File: config.mk
export PLATFORM = sky130hd
export DESIGN_NAME = ext_af_wr_ctrl_flat
export DESIGN_NICKNAME = d
export VERILOG_FILES = /design/src/rtl/ext_af_pkg.sv /design/src/rtl/ext_af_wr_ctrl_if.sv /design/src/rtl/ext_af_gray_sync.sv /design/src/rtl/ext_af_wr_ctrl.sv /design/src/flat_wrapper.sv
export SDC_FILE = /design/constraint.sdc
export NUM_CORES = 1
export LEC_CHECK = 0
export ABC_AREA = 1
export BUFFER_PORTS_ARGS = -buffer_cell sky130_fd_sc_hd__clkbuf_2
export CAP_MARGIN = 20
export CORE_MARGIN = 2
export CORE_UTILIZATION = 45
export DETAILED_ROUTE_END_ITERATION = 7
export PLACE_DENSITY_LB_ADDON = 0.1
export SLEW_MARGIN = 20
export SYNTH_ARGS = -nofsm -noshare
export SYNTH_HDL_FRONTEND = slang
export SYNTH_HIERARCHICAL = 1
export SYNTH_SLANG_ARGS = --single-unit
File: constraint.sdc
create_clock -name wr_clk -period 2.9 [get_ports wr_clk]
set_clock_uncertainty 0.05 [all_clocks]
set_input_delay 0.58 -clock wr_clk [delete_from_list [all_inputs] [get_ports wr_clk]]
set_output_delay 0.58 -clock wr_clk [all_outputs]
set_load 0.02 [all_outputs]
File: src/rtl/ext_af_pkg.sv
// ext_af_pkg
// Shared helpers for the external async FIFO controllers (write and read
// side): Gray/binary conversion and pointer geometry derived from ADDR_WIDTH.
// The conversion functions operate on a fixed wide word; callers zero-extend
// their pointer into it and truncate the result back. Leading zeros are
// neutral for both conversions, so any pointer width up to GRAY_MAX_W works.
package ext_af_pkg;

  localparam int GRAY_MAX_W = 32;

  typedef logic [GRAY_MAX_W-1:0] gray_word_t;

  // Pointers carry one extra MSB so full and empty are distinguishable.
  function automatic int ptr_width(input int addr_w);
    return addr_w + 1;
  endfunction

  function automatic int fifo_depth(input int addr_w);
    return 1 << addr_w;
  endfunction

  function automatic gray_word_t bin2gray(input gray_word_t b);
    return b ^ (b >> 1);
  endfunction

  function automatic gray_word_t gray2bin(input gray_word_t g);
    gray_word_t b;
    b[GRAY_MAX_W-1] = g[GRAY_MAX_W-1];
    for (int i = GRAY_MAX_W - 2; i >= 0; i--) begin
      b[i] = b[i+1] ^ g[i];
    end
    return b;
  endfunction

endpackage

File: src/rtl/ext_af_wr_ctrl_if.sv
// ext_af_wr_ctrl_if
// Push handshake plus FIFO memory write port of the write-domain controller.
//   wr_valid  : push request                 (master -> slave)
//   wr_data   : push data                    (master -> slave)
//   wr_ready  : push can be accepted         (slave  -> master)
//   mem_we    : memory write enable          (slave  -> master)
//   mem_waddr : memory write address         (slave  -> master)
//   mem_wdata : inverted push data to store  (slave  -> master)
// The controller is the slave; the pushing client / memory side is the master.
interface ext_af_wr_ctrl_if #(
  parameter int FIFO_WIDTH = 1,
  parameter int ADDR_WIDTH = 4
);

  logic                  wr_valid;
  logic                  wr_ready;
  logic [FIFO_WIDTH-1:0] wr_data;
  logic                  mem_we;
  logic [ADDR_WIDTH-1:0] mem_waddr;
  logic [FIFO_WIDTH-1:0] mem_wdata;

  modport slave (
    input  wr_valid, wr_data,
    output wr_ready, mem_we, mem_waddr, mem_wdata
  );

  modport master (
    output wr_valid, wr_data,
    input  wr_ready, mem_we, mem_waddr, mem_wdata
  );

endinterface

File: src/rtl/ext_af_gray_sync.sv
// ext_af_gray_sync
// Flop chain that brings a Gray-coded pointer across a clock boundary.
// Shared by the write- and read-side controllers. STAGES must be at least 2.
// Ports:
//   i_clk : destination-domain clock
//   i_rst : synchronous, active-high reset (clears every stage)
//   i_d   : Gray pointer from the foreign domain
//   o_q   : synchronized Gray pointer (last stage)
module ext_af_gray_sync #(
  parameter int WIDTH  = 5,
  parameter int STAGES = 2
) (
  input  logic             i_clk,
  input  logic             i_rst,
  input  logic [WIDTH-1:0] i_d,
  output logic [WIDTH-1:0] o_q
);

  logic [WIDTH-1:0] r_chain [STAGES];

  always_ff @(posedge i_clk) begin
    if (i_rst) begin
      for (int i = 0; i < STAGES; i++) begin
        r_chain[i] <= '0;
      end
    end else begin
      r_chain[0] <= i_d;
      for (int i = 1; i < STAGES; i++) begin
        r_chain[i] <= r_chain[i-1];
      end
    end
  end

  assign o_q = r_chain[STAGES-1];

endmodule

File: src/rtl/ext_af_wr_ctrl.sv
// ext_af_wr_ctrl
// Write-domain controller of the external async FIFO. Accepts pushes on a
// valid/ready handshake, drives the memory write port with bit-inverted data
// (the read side recovers data as ~(empty | stored)), publishes a Gray write
// pointer and derives full / almost-full / occupancy from a synchronized copy
// of the read pointer.
// Ports:
//   wr_clk            : write-domain clock
//   wr_rst            : synchronous, active-high reset
//   bus (slave)       : wr_valid/wr_ready/wr_data push handshake and
//                       mem_we/mem_waddr/mem_wdata memory write port
//   rd_gray_ptr_async : Gray read pointer from the read clock domain
//   wr_gray_ptr       : published Gray write pointer (registered)
//   af_full           : FIFO full, write-domain view
//   af_almost_full    : occupancy >= AFULL_THRESH
//   af_wr_count       : occupancy; may over-report, never under-reports
module ext_af_wr_ctrl
  import ext_af_pkg::*;
#(
  parameter int FIFO_WIDTH   = 1,
  parameter int ADDR_WIDTH   = 4,
  parameter int SYNC_STAGES  = 2,
  parameter int AFULL_THRESH = (1 << ADDR_WIDTH) - 2
) (
  input  logic                  wr_clk,
  input  logic                  wr_rst,
  ext_af_wr_ctrl_if.slave       bus,
  input  logic [ADDR_WIDTH:0]   rd_gray_ptr_async,
  output logic [ADDR_WIDTH:0]   wr_gray_ptr,
  output logic                  af_full,
  output logic                  af_almost_full,
  output logic [ADDR_WIDTH:0]   af_wr_count
);

  localparam int PW    = ptr_width(ADDR_WIDTH);
  localparam int DEPTH = fifo_depth(ADDR_WIDTH);
  localparam logic [PW-1:0] FULL_COUNT     = PW'(DEPTH);
  localparam logic [PW:0]   AFULL_THRESH_W = (PW+1)'(AFULL_THRESH);

  logic [PW-1:0]         r_wr_bin_ptr;
  logic [PW-1:0]         r_wr_gray_ptr;
  logic                  r_mem_we;
  logic [ADDR_WIDTH-1:0] r_mem_waddr;
  logic [FIFO_WIDTH-1:0] r_mem_wdata;

  logic [PW-1:0]         w_rd_gray_sync;
  logic [PW-1:0]         w_rd_bin_sync;
  logic [PW-1:0]         w_wr_count;
  logic                  w_full;
  logic                  w_accept;

  ext_af_gray_sync #(
    .WIDTH  (PW),
    .STAGES (SYNC_STAGES)
  ) DONT_TOUCH_gray_sync_inst (
    .i_clk (wr_clk),
    .i_rst (wr_rst),
    .i_d   (rd_gray_ptr_async),
    .o_q   (w_rd_gray_sync)
  );

  assign w_rd_bin_sync = PW'(gray2bin(GRAY_MAX_W'(w_rd_gray_sync)));

  // Modular difference; the extra pointer MSB makes a count of DEPTH
  // distinguishable from zero.
  assign w_wr_count = r_wr_bin_ptr - w_rd_bin_sync;
  assign w_full     = (w_wr_count == FULL_COUNT);
  assign w_accept   = bus.wr_valid & ~w_full;

  always_ff @(posedge wr_clk) begin
    if (wr_rst) begin
      r_wr_bin_ptr  <= '0;
      r_wr_gray_ptr <= '0;
      r_mem_we      <= 1'b0;
      r_mem_waddr   <= '0;
      r_mem_wdata   <= '0;
    end else begin
      // Publishing the pointer one edge behind the binary pointer lines it up
      // with the memory write edge, so the read side never sees a word
      // before it is stored. Binary steps by one, so Gray changes one bit.
      r_wr_gray_ptr <= PW'(bin2gray(GRAY_MAX_W'(r_wr_bin_ptr)));
      r_mem_we      <= w_accept;
      if (w_accept) begin
        r_wr_bin_ptr <= r_wr_bin_ptr + PW'(1);
        r_mem_waddr  <= r_wr_bin_ptr[ADDR_WIDTH-1:0];
        r_mem_wdata  <= ~bus.wr_data;
      end
    end
  end

  assign bus.wr_ready   = ~w_full;
  assign bus.mem_we     = r_mem_we;
  assign bus.mem_waddr  = r_mem_waddr;
  assign bus.mem_wdata  = r_mem_wdata;
  assign wr_gray_ptr    = r_wr_gray_ptr;
  assign af_full        = w_full;
  assign af_almost_full = ({1'b0, w_wr_count} >= AFULL_THRESH_W);
  assign af_wr_count    = w_wr_count;

endmodule

File: src/flat_wrapper.sv
// flat-port wrapper written by rule: the top's interface ports become plain ports
module ext_af_wr_ctrl_flat import ext_af_pkg::*;
#(
  parameter int FIFO_WIDTH   = 1,
  parameter int ADDR_WIDTH   = 4,
  parameter int SYNC_STAGES  = 2,
  parameter int AFULL_THRESH = (1 << ADDR_WIDTH) - 2
)
  (wr_clk, wr_rst, rd_gray_ptr_async, wr_gray_ptr, af_full, af_almost_full, af_wr_count, bus_wr_valid, bus_wr_data, bus_wr_ready, bus_mem_we, bus_mem_waddr, bus_mem_wdata);
  ext_af_wr_ctrl_if #(.FIFO_WIDTH(FIFO_WIDTH), .ADDR_WIDTH(ADDR_WIDTH)) bus_i ();
  input  logic wr_clk;
  input  logic wr_rst;
  input  logic [ADDR_WIDTH:0] rd_gray_ptr_async;
  output logic [ADDR_WIDTH:0] wr_gray_ptr;
  output logic af_full;
  output logic af_almost_full;
  output logic [ADDR_WIDTH:0] af_wr_count;
  input wire logic [$bits(bus_i.wr_valid)-1:0] bus_wr_valid;
  input wire logic [$bits(bus_i.wr_data)-1:0] bus_wr_data;
  output wire logic [$bits(bus_i.wr_ready)-1:0] bus_wr_ready;
  output wire logic [$bits(bus_i.mem_we)-1:0] bus_mem_we;
  output wire logic [$bits(bus_i.mem_waddr)-1:0] bus_mem_waddr;
  output wire logic [$bits(bus_i.mem_wdata)-1:0] bus_mem_wdata;
  assign bus_i.wr_valid = bus_wr_valid;
  assign bus_i.wr_data = bus_wr_data;
  assign bus_wr_ready = bus_i.wr_ready;
  assign bus_mem_we = bus_i.mem_we;
  assign bus_mem_waddr = bus_i.mem_waddr;
  assign bus_mem_wdata = bus_i.mem_wdata;
  ext_af_wr_ctrl #(.FIFO_WIDTH(FIFO_WIDTH), .ADDR_WIDTH(ADDR_WIDTH), .SYNC_STAGES(SYNC_STAGES), .AFULL_THRESH(AFULL_THRESH)) u_core (.wr_clk(wr_clk), .wr_rst(wr_rst), .bus(bus_i), .rd_gray_ptr_async(rd_gray_ptr_async), .wr_gray_ptr(wr_gray_ptr), .af_full(af_full), .af_almost_full(af_almost_full), .af_wr_count(af_wr_count));
endmodule
==> flow_summary_export.csv <==
group,metric,value,unit
layout,layout.nets,202,
yosys,yosys_warnings,6,
yosys,synth_xor_area_share,6.81,%
cts,cts_tree,"done",
layout,n_antenna_cell,0,
detailed_routing,wire_per_inst,11.4,um
sta,post-route-period-util,111,%
placement,io_buffer_count,27,
cts,clk_pin_slew,0.14,ns
yosys,ys_types,23,
sta,setup-tns-final,-1.36,ns
layout,fin_util,65.9,%
yosys,syn-cell-area,1230,sq um
global_route,grt_max_degree,24,
yosys,synthMuxAreaShare,0,%
global_route,grt_pass1_wl,4000,um
yosys,yosys.area_share.simple,22.0,%
pwr,ir_drop,0.423,mV
cts,cts_max_path_buffers,2,
detailed_routing,drtIter0Drc,22,
sta,finalHoldViolCount,0,
outcome,status,"complete, but fails checks",
detailed_routing,wirelength,2440,um
placement,place_hpwl,1630,um
global_route,grt_pass1_vias,925,
critical_path,worstPathArrival,2.60,ns
cts,htreeDepth,1,
floorplan,dieArea,3170,sq um
sta,worst_pin_slew,0.445,ns
yosys,synth_top_family_by_area,"simple AND/OR/NAND/NOR gates",
critical_path,worst-path-max-fanout,3,
yosys,seq_area_frac_synth,42.3,%
floorplan,die_x,56.3,um
global_route,antenna_found_initial,0,
pwr,p_leak,0.819,nW
detailed_routing,first_pass_iters,4,
critical_path,start_kind,"register",
floorplan,die_h,56.3,um
layout,fill_cells,230,
min_path,hold_path_class,"register to register",
detailed_routing,vias,1009,
floorplan,core.rowCount,18,
floorplan,fp.coreArea,2540,sq um
yosys,synth-compound-area-share,5.59,%
yosys,syn_avg_cell_area,8.15,sq um
critical_path,worstPathRequired,2.27,ns
yosys,synth_top_area_share,42.3,%
cts,clock-sinks,26,
critical_path,worstSetupPathType,"register to primary output",
sta,timing.slew.headroom,70.3,%
yosys,synth_fa_ha_area_share,8.74,%
sta,setup_ws,-0.329,ns
global_route,grt.total_usage,16.3,%
critical_path,end_kind,"primary output",
layout,drive_gt1_share,37.0,%
pwr,cellPowerDensity,627,nW/um^2
yosys,synthCells,151,
sta,setup_viol,6,
sta,fmax,310,MHz
sta,rsz0062_at_grt,"yes",
sta,drv_slew,0,
global_route,gr-total-overflow,0,
placement,gp_congestion,0.762,
yosys,syn-num-nets,168,
cts,numCtsBuffers,3,
floorplan,start_util,48.4,%
layout,area_growth,36.3,%
outcome,violations,"setup timing",
run,cap_viol_max_count,0,
cts,root_buffer,"clkbuf_4",
detailed_routing,vias_per_cell,4.71,
yosys,synth_top_area_cell,"dfxtp_1",
yosys,ys_ff_latch,26,
floorplan,io_pins,28,
yosys,netlist_top_cells_area,"dfxtp_1, inv_1, ha_1",
detailed_routing,drc,0,
detailed_routing,detail-route-antenna-nets,0,
cts,insertion_delay,0.33,ns
sta,period_minus_slack,3.23,ns
## Yosys cell counts
| master | instances |
|---|---|
| buf_4 | 6 |
| a31o_2 | 1 |
| buf_8 | 1 |
| ha_1 | 7 |
| buf_6 | 1 |
| a21oi_1 | 12 |
| nand3_1 | 12 |
| nor2_2 | 1 |
| xnor2_2 | 1 |
| inv_2 | 1 |
| dfxtp_1 | 26 |
| fa_1 | 1 |
| nor2_1 | 22 |
| nand3b_1 | 1 |
| nand3_4 | 1 |
| xor3_1 | 1 |
| inv_1 | 27 |
| nand2_1 | 21 |
| xor2_1 | 3 |
| nand2_2 | 1 |
| clkbuf_1 | 1 |
| xnor2_1 | 2 |
| nand2_4 | 1 |
## cells in the final DEF, fill, tap and decap left out, types with 5 or more instances in the layout
cell,n
buf_4,7
nand2_1,18
buf_6,6
inv_1,22
ha_1,5
a21oi_1,11
nor2_1,22
clkbuf_2,20
dfxtp_1,24
nand3_1,10
## layout make-up
cell class                      instances  area, sq um  area share, %
Sequential cell                        26          528           31.5
Clock buffer                            3         22.5           1.34
Multi-Input combinational cell         88          664           39.6
Tap cell                               30         37.5           2.24
Inverter                               28          110           6.56
Timing Repair Buffer                   38          285           17.0
Clock inverter                          1         30.0           1.79
## per-stage QoR
| step | hold WS, ns | setup WS, ns | total power, W | instance area, sq um | instances |
|---|---|---|---|---|---|
| 6_report | 0.359 | -0.329 | 0.00105 | 1680 | 214 |
| 4_1_cts | 0.359 | -0.422 | 0.000971 | 1570 | 210 |
| 5_1_grt | 0.363 | -0.466 | 0.00111 | 1680 | 214 |
| 3_3_place_gp | 0.343 | 0.0125 | 0.000650 | 1390 | 202 |
| 2_1_floorplan | 0.338 | -0.0722 | 0.000595 | 1270 | 151 |
| 3_5_place_dp | 0.346 | -0.0844 | 0.000661 | 1390 | 202 |
## routing by layer
metal	routed length (um)	part of all wire, %	vias up	global-route usage [%]
met5	0	0	-	0
met1	1020	42	461	19.3
li1	-	-	519	-
met4	46	1.9	0	7.14
met3	112	4.6	5	2.76
met2	1250	51	24	28.9
## critical path: stages (launching register included)
cell and delay [ns]:
dfxtp_4 0.38, xnor2_4 0.19, xor2_2 0.19, buf_6 0.14, xor2_4 0.16, inv_1 0.08
fa_2 0.37, nand3b_1 0.21, nand2_1 0.10, nand2_2 0.06, nand2_4 0.09, nand3_4 0.11
inv_4 0.07, buf_8 0.10
## state kept, by name, indices dropped and copies added, names as in the netlist
| register | cells |
|---|---|
| u_core/wr_gray_ptr | 5 |
| u_core/bus.mem_we | 1 |
| u_core/DONT_TOUCH_gray_sync_inst/r_chain | 10 |
| u_core/bus.mem_wdata | 1 |
| u_core/bus.mem_waddr | 4 |
| u_core/r_wr_bin_ptr | 5 |
## path summary, 6_finish.rpt
check | startpoint | endpoint | slack [ns] | cells past startpoint
setup / recovery | u_core/DONT_TOUCH_gray_sync_inst/r_chain[0][8] | af_full | -0.33 | 13
hold / removal | u_core/DONT_TOUCH_gray_sync_inst/r_chain[0][4] | u_core/DONT_TOUCH_gray_sync_inst/r_chain[0][9] | 0.36 | 2
setup reg to reg | u_core/DONT_TOUCH_gray_sync_inst/r_chain[0][8] | u_core/bus.mem_waddr[3] | 0.16 | 15
hold reg to reg | u_core/DONT_TOUCH_gray_sync_inst/r_chain[0][4] | u_core/DONT_TOUCH_gray_sync_inst/r_chain[0][9] | 0.36 | 2
## what timing repair did
item | 4_1_cts | 5_1_grt
hold buffers | 0 | 0
setup buffers | 4 | 6
pin swaps | 8 | 11
gates resized for setup | 25 | 22
setup endpoints to repair | 7 | 14
## cell families (layout without fill, tap and decap cells)
group	after synthesis	in the layout
AND/OR/NAND/NOR	60	60
buffers and inverters	37	70
flip-flops	26	26
AO/OA/AOI/OAI	13	13
adder cells (fa/ha/maj)	8	8
XOR/XNOR	7	7
## where the power goes
part	switching [W]	internal [W]	total [W]
Sequential	0.0000115	0.000373	0.000385
Combinational	0.000212	0.000207	0.000419
Clock	0.000109	0.000140	0.000249
Total	0.000332	0.000721	0.00105
Power figures use the tool's default switching activity.
